===== config.mk =====
export PLATFORM = sky130hd
export DESIGN_NAME = snake_seq_ctrl
export DESIGN_NICKNAME = d
export VERILOG_FILES = /design/src/rtl/snake_pkg.sv /design/src/rtl/snake_seq_ctrl.sv
export SDC_FILE = /design/constraint.sdc
export NUM_CORES = 1
export LEC_CHECK = 0
export CORE_AREA = 2 2 104 126
export CTS_BUF_LIST = sky130_fd_sc_hd__clkbuf_16
export CTS_CLUSTER_DIAMETER = 50
export DETAILED_ROUTE_END_ITERATION = 7
export DIE_AREA = 0 0 106 128
export PLACE_DENSITY = 0.68
export SLEW_MARGIN = 20
export SYNTH_ARGS = -nofsm -noshare
export SYNTH_HDL_FRONTEND = slang
export SYNTH_SLANG_ARGS = --single-unit

===== constraint.sdc =====
create_clock -name clk -period 3.35 [get_ports clk]
set_input_delay 0.335 -clock clk [delete_from_list [all_inputs] [get_ports clk]]
set_output_delay 0.335 -clock clk [all_outputs]
set_load 0.03 [all_outputs]

===== src/rtl/snake_pkg.sv =====
// Shared types and constants for the snake game sequencer.
package snake_pkg;

    // FSM states; the encoding is visible on the state output port.
    typedef enum logic [2:0] {
        ST_INIT  = 3'd0,
        ST_READY = 3'd1,
        ST_PLAY  = 3'd2,
        ST_SHIFT = 3'd3,
        ST_HEAD  = 3'd4,
        ST_OVER  = 3'd5
    } state_t;

    // One-hot directions, bit order {down, up, right, left}.
    localparam logic [3:0] DIR_NONE  = 4'b0000;
    localparam logic [3:0] DIR_LEFT  = 4'b0001;
    localparam logic [3:0] DIR_RIGHT = 4'b0010;
    localparam logic [3:0] DIR_UP    = 4'b0100;
    localparam logic [3:0] DIR_DOWN  = 4'b1000;

    // Default geometry of the playfield and the snake at start.
    localparam int DEF_MAX_LEN   = 64;
    localparam int DEF_COORD_W   = 10;
    localparam int DEF_STEP      = 5;
    localparam int DEF_START_X   = 100;
    localparam int DEF_START_Y   = 100;
    localparam int DEF_START_LEN = 4;
    localparam int DEF_PARK_X    = 700;
    localparam int DEF_PARK_Y    = 500;

    // True when 'req' points straight back along 'cur'.
    function automatic logic is_reverse(input logic [3:0] req, input logic [3:0] cur);
        return (req == DIR_LEFT  && cur == DIR_RIGHT) ||
               (req == DIR_RIGHT && cur == DIR_LEFT)  ||
               (req == DIR_UP    && cur == DIR_DOWN)  ||
               (req == DIR_DOWN  && cur == DIR_UP);
    endfunction

    // Reduce a multi-hot request to one direction: left > right > up > down.
    function automatic logic [3:0] pick_dir(input logic [3:0] req);
        if (req[0])      return DIR_LEFT;
        else if (req[1]) return DIR_RIGHT;
        else if (req[2]) return DIR_UP;
        else if (req[3]) return DIR_DOWN;
        return DIR_NONE;
    endfunction

endpackage


===== src/rtl/snake_seq_ctrl.sv =====
// Snake game sequencer: RAM init sweep, direction handling, serial body shift
// with self-collision check, and game status for the pixel/score logic.
module snake_seq_ctrl
    import snake_pkg::*;
#(
    parameter int MAX_LEN   = DEF_MAX_LEN,
    parameter int COORD_W   = DEF_COORD_W,
    parameter int STEP      = DEF_STEP,
    parameter int START_X   = DEF_START_X,
    parameter int START_Y   = DEF_START_Y,
    parameter int START_LEN = DEF_START_LEN,
    parameter int PARK_X    = DEF_PARK_X,
    parameter int PARK_Y    = DEF_PARK_Y,
    parameter int ADDR_W    = $clog2(MAX_LEN)
) (
    input  logic               clk,
    input  logic               reset,
    input  logic               run,
    input  logic               pause,
    input  logic               tick,
    input  logic [3:0]         dir_req,
    input  logic               grow,
    input  logic               hit_border,
    output logic [ADDR_W-1:0]  mem_addr,
    output logic               mem_we,
    output logic [COORD_W-1:0] mem_wx,
    output logic [COORD_W-1:0] mem_wy,
    input  logic [COORD_W-1:0] mem_rx,
    input  logic [COORD_W-1:0] mem_ry,
    output logic [COORD_W-1:0] head_x,
    output logic [COORD_W-1:0] head_y,
    output logic [ADDR_W:0]    length,
    output logic [3:0]         dir,
    output logic [2:0]         state,
    output logic               game_over,
    output logic               move_done,
    output logic               tick_drop
);

    localparam logic [ADDR_W:0]    MAX_LEN_L   = (ADDR_W+1)'(MAX_LEN);
    localparam logic [ADDR_W:0]    START_LEN_L = (ADDR_W+1)'(START_LEN);
    localparam logic [ADDR_W-1:0]  LAST_IDX    = ADDR_W'(MAX_LEN - 1);
    localparam logic [COORD_W-1:0] STEP_C      = COORD_W'(STEP);
    localparam logic [COORD_W-1:0] START_X_C   = COORD_W'(START_X);
    localparam logic [COORD_W-1:0] START_Y_C   = COORD_W'(START_Y);
    localparam logic [COORD_W-1:0] PARK_X_C    = COORD_W'(PARK_X);
    localparam logic [COORD_W-1:0] PARK_Y_C    = COORD_W'(PARK_Y);

    state_t             state_q;
    logic [ADDR_W-1:0]  idx;        // INIT sweep pointer / SHIFT destination entry
    logic               rd_phase;   // SHIFT: 1 = read cycle, 0 = write cycle
    logic [COORD_W-1:0] nxt_x, nxt_y;
    logic               self_hit;
    logic               grow_pend;
    logic [COORD_W-1:0] step_x, step_y;
    logic [ADDR_W:0]    grown_len;
    logic [3:0]         req_dir;
    logic               rx_match;

    assign state    = state_q;
    assign req_dir  = pick_dir(dir_req);
    assign rx_match = (mem_rx == nxt_x) && (mem_ry == nxt_y);

    // Candidate head one step along the current direction, plus length after a pending grow.
    // NOTE: every always_comb output gets a default first so no path can infer a latch.
    always_comb begin
        step_x    = head_x;
        step_y    = head_y;
        grown_len = length;
        case (dir)
            DIR_LEFT:  step_x = head_x - STEP_C;
            DIR_RIGHT: step_x = head_x + STEP_C;
            DIR_UP:    step_y = head_y - STEP_C;
            DIR_DOWN:  step_y = head_y + STEP_C;
            default:   ;
        endcase
        if ((grow_pend || grow) && length < MAX_LEN_L) begin
            grown_len = length + 1'b1;
        end
    end

    // RAM port decode from the registered state; writes are suppressed while held in reset or not running.
    always_comb begin
        mem_addr = idx;
        mem_we   = 1'b0;
        mem_wx   = PARK_X_C;
        mem_wy   = PARK_Y_C;
        case (state_q)
            ST_INIT: begin
                mem_we = 1'b1;
                if (idx == '0) begin
                    mem_wx = START_X_C;
                    mem_wy = START_Y_C;
                end
            end
            ST_SHIFT: begin
                if (rd_phase) begin
                    mem_addr = idx - 1'b1;
                end else begin
                    mem_we = 1'b1;
                    mem_wx = mem_rx;
                    mem_wy = mem_ry;
                end
            end
            ST_HEAD: begin
                mem_addr = '0;
                mem_we   = 1'b1;
                mem_wx   = nxt_x;
                mem_wy   = nxt_y;
            end
            default: ;
        endcase
        if (reset || !run) begin
            mem_we = 1'b0;
        end
    end

    // Game FSM with registered status outputs and one-cycle pulses.
    // NOTE: non-blocking assignments throughout; a later assignment in this block overrides an earlier default on the same edge.
    always_ff @(posedge clk) begin
        move_done <= 1'b0;
        tick_drop <= 1'b0;
        if (reset || !run) begin
            state_q   <= ST_INIT;
            idx       <= '0;
            rd_phase  <= 1'b1;
            dir       <= DIR_NONE;
            length    <= START_LEN_L;
            head_x    <= START_X_C;
            head_y    <= START_Y_C;
            nxt_x     <= START_X_C;
            nxt_y     <= START_Y_C;
            game_over <= 1'b0;
            grow_pend <= 1'b0;
            self_hit  <= 1'b0;
        end else begin
            grow_pend <= grow_pend | grow;
            tick_drop <= tick && (state_q == ST_SHIFT || state_q == ST_HEAD);
            case (state_q)
                ST_INIT: begin
                    idx <= idx + 1'b1;
                    if (idx == LAST_IDX) begin
                        state_q <= ST_READY;
                    end
                end
                ST_READY: begin
                    if (req_dir != DIR_NONE) begin
                        dir     <= req_dir;
                        state_q <= ST_PLAY;
                    end
                end
                ST_PLAY: begin
                    if (hit_border) begin
                        state_q   <= ST_OVER;
                        game_over <= 1'b1;
                        dir       <= DIR_NONE;
                    end else begin
                        if (req_dir != DIR_NONE && !is_reverse(req_dir, dir)) begin
                            dir <= req_dir;
                        end
                        if (tick && !pause) begin
                            nxt_x     <= step_x;
                            nxt_y     <= step_y;
                            length    <= grown_len;
                            grow_pend <= 1'b0;
                            idx       <= ADDR_W'(grown_len - 1'b1);
                            rd_phase  <= 1'b1;
                            self_hit  <= 1'b0;
                            state_q   <= (grown_len > 1) ? ST_SHIFT : ST_HEAD;
                        end
                    end
                end
                ST_SHIFT: begin
                    if (rd_phase) begin
                        rd_phase <= 1'b0;
                    end else begin
                        rd_phase <= 1'b1;
                        idx      <= idx - 1'b1;
                        if (rx_match) begin
                            self_hit <= 1'b1;
                        end
                        if (idx == ADDR_W'(1)) begin
                            state_q <= ST_HEAD;
                        end
                    end
                end
                ST_HEAD: begin
                    head_x <= nxt_x;
                    head_y <= nxt_y;
                    if (self_hit) begin
                        state_q   <= ST_OVER;
                        game_over <= 1'b1;
                        dir       <= DIR_NONE;
                    end else begin
                        move_done <= 1'b1;
                        state_q   <= ST_PLAY;
                    end
                end
                ST_OVER: begin
                    game_over <= 1'b1;
                    dir       <= DIR_NONE;
                end
                default: begin
                    state_q <= ST_INIT;
                    idx     <= '0;
                end
            endcase
        end
    end

endmodule


==> results of run 1 <==
[area by class of cell]
class,count,area (um^2)
fillers,1204,6100
multi-input cells,534,3330
flip-flops and latches,66,1320
repair buffers,112,1090
clock buffers,9,225
well taps,164,205
clock inverters,7,118
inverters,14,52.6
[synthesized netlist by cell type, types with 11 or more instances]
| cell | number |
|---|---|
| nand2_1 | 90 |
| o211ai_1 | 14 |
| xor2_1 | 12 |
| nor2_1 | 74 |
| o21ai_0 | 42 |
| inv_1 | 14 |
| nand3_1 | 29 |
| a21oi_1 | 46 |
| ha_1 | 22 |
| nor3_1 | 22 |
| mux2i_1 | 11 |
| a211oi_1 | 13 |
| dfxtp_1 | 66 |
| clkbuf_1 | 30 |
| xnor2_1 | 35 |
[registers in the layout (all words and copies together) (netlist names), 3 cells and up]
signal and count:
head_y 10, idx 6, nxt_x 10, dir 4, state 3, length 7
head_x 10, nxt_y 10
[placed cells by master (no fill, tap or decap), drive strengths merged, types with 5 or more instances in the layout]
| master | count |
|---|---|
| nor2b | 9 |
| a22oi | 5 |
| nor2 | 74 |
| xor2 | 12 |
| xnor2 | 35 |
| a21o | 6 |
| ha | 22 |
| dfxtp | 66 |
| clkbuf | 9 |
| nand3 | 29 |
| or3 | 5 |
| nand3b | 7 |
| a21oi | 46 |
| mux2i | 11 |
| o21bai | 5 |
| buf | 18 |
| o211ai | 15 |
| nor3 | 23 |
| clkdlybuf4s50 | 94 |
| a211oi | 13 |
| o21ai | 44 |
| nand4 | 9 |
| inv | 14 |
| nand2 | 90 |
[metal layers]
layer | track usage [%] | vias to the layer above | wire (um) | share of wire (%)
met3 | 3.61 | 30 | 707 | 4.4
met4 | 8.67 | 0 | 352 | 2.2
met1 | 27.4 | 2455 | 6690 | 42
li1 | - | 2533 | - | -
met2 | 44.2 | 152 | 8290 | 52
met5 | 0 | - | 0 | 0
[report_power, final]
group          total, mW  switching (mW)  internal [mW]
Sequential         0.789         0.00193          0.787
Clock               1.11           0.383          0.727
Combinational      0.171          0.0948         0.0765
[logic make-up after synthesis]
family	synth area share, %
mux	2.96
simple gates	27.3
xor+xnor	8.46
fa+ha+maj	6.48
compound gates	23.1
flops	27.1
buf+inv	4.60
[worst max-delay path: cells and delay by family, from the launching register on]
kind,cells,cell delay [ns]
AND/OR/NAND/NOR,4,0.91
buffers and inverters,2,0.76
flip-flops,1,0.38
adder cells (fa/ha/maj),1,0.27
AO/OA/AOI/OAI,1,0.12
[how the worst max path moves through the flow]
| stage | start | to | slack [ns] | cells after the start |
|---|---|---|---|---|
| 5_1_grt | dir[1] | nxt_y[7] | 0.006 | 10 |
| 3_5_place_dp | dir[1] | nxt_x[9] | 0.31 | 9 |
| 4_1_cts | idx[1] | mem_wy[8] | 0.27 | 8 |
| 3_3_place_gp | dir[1] | nxt_x[9] | 0.38 | 9 |
| 6_report | idx[1] | mem_wy[8] | 0.23 | 8 |
| 2_1_floorplan | dir[1] | nxt_x[9] | 0.48 | 9 |
[timing repair]
action	4_1_cts	5_1_grt
hold endpoints to repair	0	0
resized for setup	0	1
endpoints found under the setup margin	0	1
==> summary.md, run 1 <==
| Metric | Value |
|---|---|
| DRT antenna net count | 0 |
| Placed Area | roughly 0.006 mm^2 |
| DRC Markers | 0 |
| Yosys reg bits | 66 |
| Via density | about 5.7 |
| Setup crit end kind | primary output |
| Final hold vios | 0 |
| Gpl congestion | 0.925 |
| Clock insertion delay at the later pin of the skew report | 0.34 ns |
| Total grt overflow | 0 |
| Hold Path Sink | game_over |
| Power Total | 2.07 mW |
| Pin count of the biggest net entering global routing | 33 |
| RR Endpoint | nxt_x[9] |
| Placed insts | 890 |
| Final Net Count | 792 |
| Pwr dens | approximately 330 mW/mm^2 |
| Clk slew on worst S/H paths | 0.06 ns |
| Seq/Total Area, Yosys | 27.1% |
| Antenna violations before repair | 0 |
| Starting Density | 39.1% |
| DRT iter0 DRCs | 262 |
| Dpl hpwl | about 12000 um |
| Top_reg_cell synth | dfxtp_1 |
| Crit-path max cell delay | 0.64 ns |
| Min-Delay Path Class | reg -> reg |
| Placeable Area | 0.0124 mm^2 |
| Post-route clock period utilization | between 90% and 100% |
| Number of flops mapped to enable cells by yosys | 0 |
| Hold slack | just under 0.5 ns |
| First-pass GRT wire length | 25500 um |
| Max IR drop VDD | roughly 0.00020 V |
| Die H | 128 um |
| CTS tree | yes |
| CTS sink count | 66 |
| Clk buf depth | 2 |
| Rel. slew slack | 49.3% |
| CP max FO | 8 |
| Cell with the largest stage delay on the worst path | clkdlybuf4s50_1 |
| Post-layout util | about 51% |
| Die X | 106 um |
| IO Count | 95 |
| Routed wire length | 16000 um |
| H-tree levels | 3 |
| R2r setup slk | 0.28 ns |
| Status | finished clean |
| Post-Route Setup TNS | 0 ns |
| Req. time, crit path | around 3 ns |
| Synth top area cells | dfxtp_1, nand2_1, xnor2_1 |
| Syn Nets | 710 |
| N_diodes | 0 |
| Hold buffers post-CTS | 0 |
| Yosys warns | 0 |
| Synthesis-to-finish area growth | 30.3% |
| Hold Startpoint | game_over |
| Syn Area/Cell | between 7 and 8 um^2 |
| Global Route Usage Sum | 23.8% |
| DR WL/cell | 17.7 um |
| Top cell type's share of synthesized area | 27.1% |
| Worst r2r src | dir[1] |
| Maximum clock frequency | roughly 0.32 GHz |
| Setup bufs post-CTS | 0 |
| Fin cells | roughly 910 |
| Pre-CTS setup slack | 0.315 ns |
| Post-synthesis cell count | around 660 |
| Max_cap viols | 0 |
| Crit path DAT | 2.79 ns |
| Cell variety after synth | 70 |
| I/O Buffers | 94 |
| CP Class | reg -> out |
| Root Driver | clkbuf_16 |
| Synth async-reset ratio | 0% |
| Worst Hold Depth | 2 |
| Actual slew at the worst max-slew pin | approximately 0.76 ns |
| Fin worst setup slack | roughly 0.23 ns |
| Vias in the first global route | 5076 |
| Fin area | 0.00634 mm^2 |
| Vias | slightly above 5000 |
| First-pass DRT Iterations | 5 |
| CP most frequent cell | nand2_1 |
| Top cell type by total area after synthesis | dfxtp_1 |
| LEAKAGE | 2.30 nW |
| Cells along the critical path | inv_1 > ha_1 > nand2_1 > nor3_1 > o21ai_0 > nand2_1 > nand3_1 > clkdlybuf4s50_1 |
| Layout cell share with drive strength beyond 1 | 6.47% |
| # setup viols final | 0 |
| CP startpoint kind | flop |
| Minimum clock period | 3.12 ns |
| Inserted Clock Buffers | 9 |
| Site Rows | 45 |
| R2R cell count | 9 |
| Synth Cell Area | 0.00487 mm^2 |
| Total Die Area | 0.0136 mm^2 |
| Final slew viol count | 0 |
| Unrepaired setup endpoints after global routing | false |
| Layout Skew | 0.00932 ns |
Note: power is estimated with default switching activity, not from simulation.
==> run 2: changes to the inputs <==
Settings changed: PLACE_DENSITY 0.68 to default.
==> run 2 against run 1 <==
Compared with the run above: setup slack better by 0.014 ns; global-route usage increased by 0.79 points; core utilization down 0.14 points; via count decreased by 0.91%; sequential cell count did not move; cell count up 0.22%; hold slack got worse by 0.0080 ns; final area is 0.28% lower; largest cell class unchanged.
==> summary.md, run 2 (synthesis gave the netlist of run 1 again) <==
| Metric | Value |
|---|---|
| Post-Route Setup TNS | 0 ns (unchanged) |
| CP delay by family, top | simple AND/OR/NAND/NOR gates (unchanged) |
| Setup bufs post-CTS | 0 (unchanged) |
| Pin count of the biggest net entering global routing | 32 (was 33) |
| Reg area | 0.00132 mm^2 (unchanged) |
| Area of the multi-input gates | 0.00333 mm^2 (about the same) |
| Max_cap viols | 0 (unchanged) |
| N_diodes | 0 (unchanged) |
| Clock insertion delay at the later pin of the skew report | 0.33 ns (was 0.34 ns) |
| CTS tree | yes (unchanged) |
| Req. time, crit path | 3.01 ns (about the same) |
| Clk slew on worst S/H paths | 0.06 ns (about the same) |
| Commonest non-fill, non-tap cell in the layout | clkdlybuf4s50_1 (unchanged) |
| Hold buffers post-CTS | 0 (unchanged) |
| Minimum clock period | 3.11 ns (was 3.12 ns) |
| Die H | 128 um (unchanged) |
| Final Net Count | 794 (was 792) |
| Actual slew at the worst max-slew pin | 0.720 ns (was 0.759 ns) |
| Unrepaired setup endpoints after global routing | false (unchanged) |
| Hold Startpoint | game_over (unchanged) |
| Crit path DAT | 2.77 ns (was 2.79 ns) |
| I/O Buffers | 94 (unchanged) |
| Most frequent cells in the layout | clkdlybuf4s50_1, nand2_1, nor2_1, dfxtp_1, a21oi_1 (unchanged) |
| Final slew viol count | 0 (unchanged) |
| Die X | 106 um (unchanged) |
| Final hold vios | 0 (unchanged) |
| Met1 usage | 30.1% (was 27.4%) |
| # setup viols final | 0 (unchanged) |
| CP Class | reg -> out (unchanged) |
| Buf+Inv Stages, Crit Path | 1 (was 2) |
| Cells along the critical path | and3b_1 > nand2_1 > a21oi_1 > o21ai_0 > o31ai_1 > clkdlybuf4s50_1 (was inv_1 > ha_1 > nand2_1 > nor3_1 > o21ai_0 > nand2_1 > nand3_1 > clkdlybuf4s50_1) |
| Total grt overflow | 0 (unchanged) |
| Setup crit end kind | primary output (unchanged) |
| Total Die Area | 0.0136 mm^2 (unchanged) |
| Worst r2r src | dir[1] (unchanged) |
| First-pass DRT Iterations | 4 (was 5) |
| R2R cell count | 10 (was 9) |
| Status | finished clean (unchanged) |
| DRT iter0 DRCs | 211 (was 262) |
| Pwr dens | 313 mW/mm^2 (was 326 mW/mm^2) |
| Max IR drop VDD | 0.000258 V (was 0.000196 V) |
| Post-route clock period utilization | 92.8% (was 93.2%) |
| Dpl hpwl | 12300 um (was 12100 um) |
| Routed wire length | 16300 um (was 16000 um) |
| Rel. slew slack | 51.6% (was 49.3%) |
| Synthesis-to-finish area growth | 30.0% (was 30.3%) |
| R2r setup slk | 0.40 ns (was 0.28 ns) |
| Global routing usage on met3 | 3.97% (was 3.61%) |
| Layout cell share with drive strength beyond 1 | 6.45% (was 6.47%) |
| IO Count | 95 (unchanged) |
| Antenna violations before repair | 0 (unchanged) |
| CP startpoint kind | flop (unchanged) |
| Cell with the largest stage delay on the worst path | clkdlybuf4s50_1 (unchanged) |
| Root Driver | clkbuf_16 (unchanged) |
| Vias | 5123 (was 5170) |
| # resized after CTS | 0 (unchanged) |
| Layout Skew | 0.00654 ns (was 0.00932 ns) |
| Filler Cells Inserted | 1242 (was 1204) |
| Hold slack | 0.475 ns (was 0.483 ns) |
| First-pass GRT wire length | 26300 um (was 25500 um) |
| Worst Hold Depth | 2 (unchanged) |
| CTS sink count | 66 (unchanged) |
| DR WL/cell | 17.9 um (was 17.7 um) |
| Power Total | 1.98 mW (was 2.07 mW) |
| DRT antenna net count | 0 (unchanged) |
| Maximum clock frequency | 0.322 GHz (was 0.320 GHz) |
| Gpl congestion | 0.902 (was 0.925) |
| Met2 Usage GRT | 44.0% (was 44.2%) |
| Inserted Clock Buffers | 9 (unchanged) |
| CP max FO | 13 (was 8) |
| Placeable Area | 0.0124 mm^2 (unchanged) |
| Vias in the first global route | 5008 (was 5076) |
| Via density | 5.64 (was 5.71) |
| DRC Markers | 0 (unchanged) |
| Min-Delay Path Class | reg -> reg (unchanged) |
| Clk buf depth | 2 (unchanged) |
| Busiest grt layer | met2 (unchanged) |
| H-tree levels | 3 (unchanged) |
| Starting Density | 39.1% (unchanged) |
| RR Endpoint | nxt_x[9] (unchanged) |
| Crit-path max cell delay | 0.72 ns (was 0.64 ns) |
| Site Rows | 45 (unchanged) |
| Global Route Usage Sum | 24.5% (was 23.8%) |
| LEAKAGE | 2.30 nW (about the same) |
| Hold Path Sink | game_over (unchanged) |
| Critical path launch point | state[1] (was idx[1]) |
run 2: changes by cell type in the layout (fill, tap and decap cells not counted), sizes merged:
cell and delta:
buf +2, inv +2, bufinv -1, clkinv -1
run 2: through the flow:
step / area, um^2 / util, % / instances / worst slack [ns]
2_1_floorplan: 4870 / - / 655 / 0.479
6_report: 6330 / 50.8 / 908 / 0.241
3_3_place_gp: 6020 / 48.3 / 892 / 0.544
4_1_cts: 6330 / 50.8 / 908 / 0.272
3_5_place_dp: 6020 / 48.3 / 892 / 0.471
5_1_grt: 6330 / 50.8 / 908 / 0.0831
run 2: worst min-delay path: stages, from the launching register on:
cell,delay (ns)
dfxtp_1,0.33
a211oi_1,0.04
nor2_1,0.07
run 2: power by group:
| group | leakage, nW | switching, mW | internal (mW) |
|---|---|---|---|
| Clock | 0.162 | 0.374 | 0.645 |
| Combinational | 1.60 | 0.0958 | 0.0773 |
| Sequential | 0.532 | 0.00185 | 0.787 |
| Total | 2.30 | 0.472 | 1.51 |
run 2: metal layers:
metal / routed length (um) / share of wire (%)
met4: 204 / 1.3
met2: 8510 / 52
met5: 0 / 0
met1: 6870 / 42
met3: 692 / 4.3
run 2: how the worst max path moves through the flow:
stage,endpoint,cells after the start
2_1_floorplan,nxt_x[9],9
5_1_grt,nxt_x[9],10
6_report,mem_addr[4],6
4_1_cts,mem_addr[4],6
3_3_place_gp,nxt_x[9],10
3_5_place_dp,nxt_x[9],10
run 2: layout make-up:
class,instances,share of cell area (%)
clock buffers,9,3.56
clock inverters,7,1.36
inverters,14,0.831
multi-input cells,534,52.7
flip-flops and latches,66,20.9
well taps,164,3.24
repair buffers,114,17.4
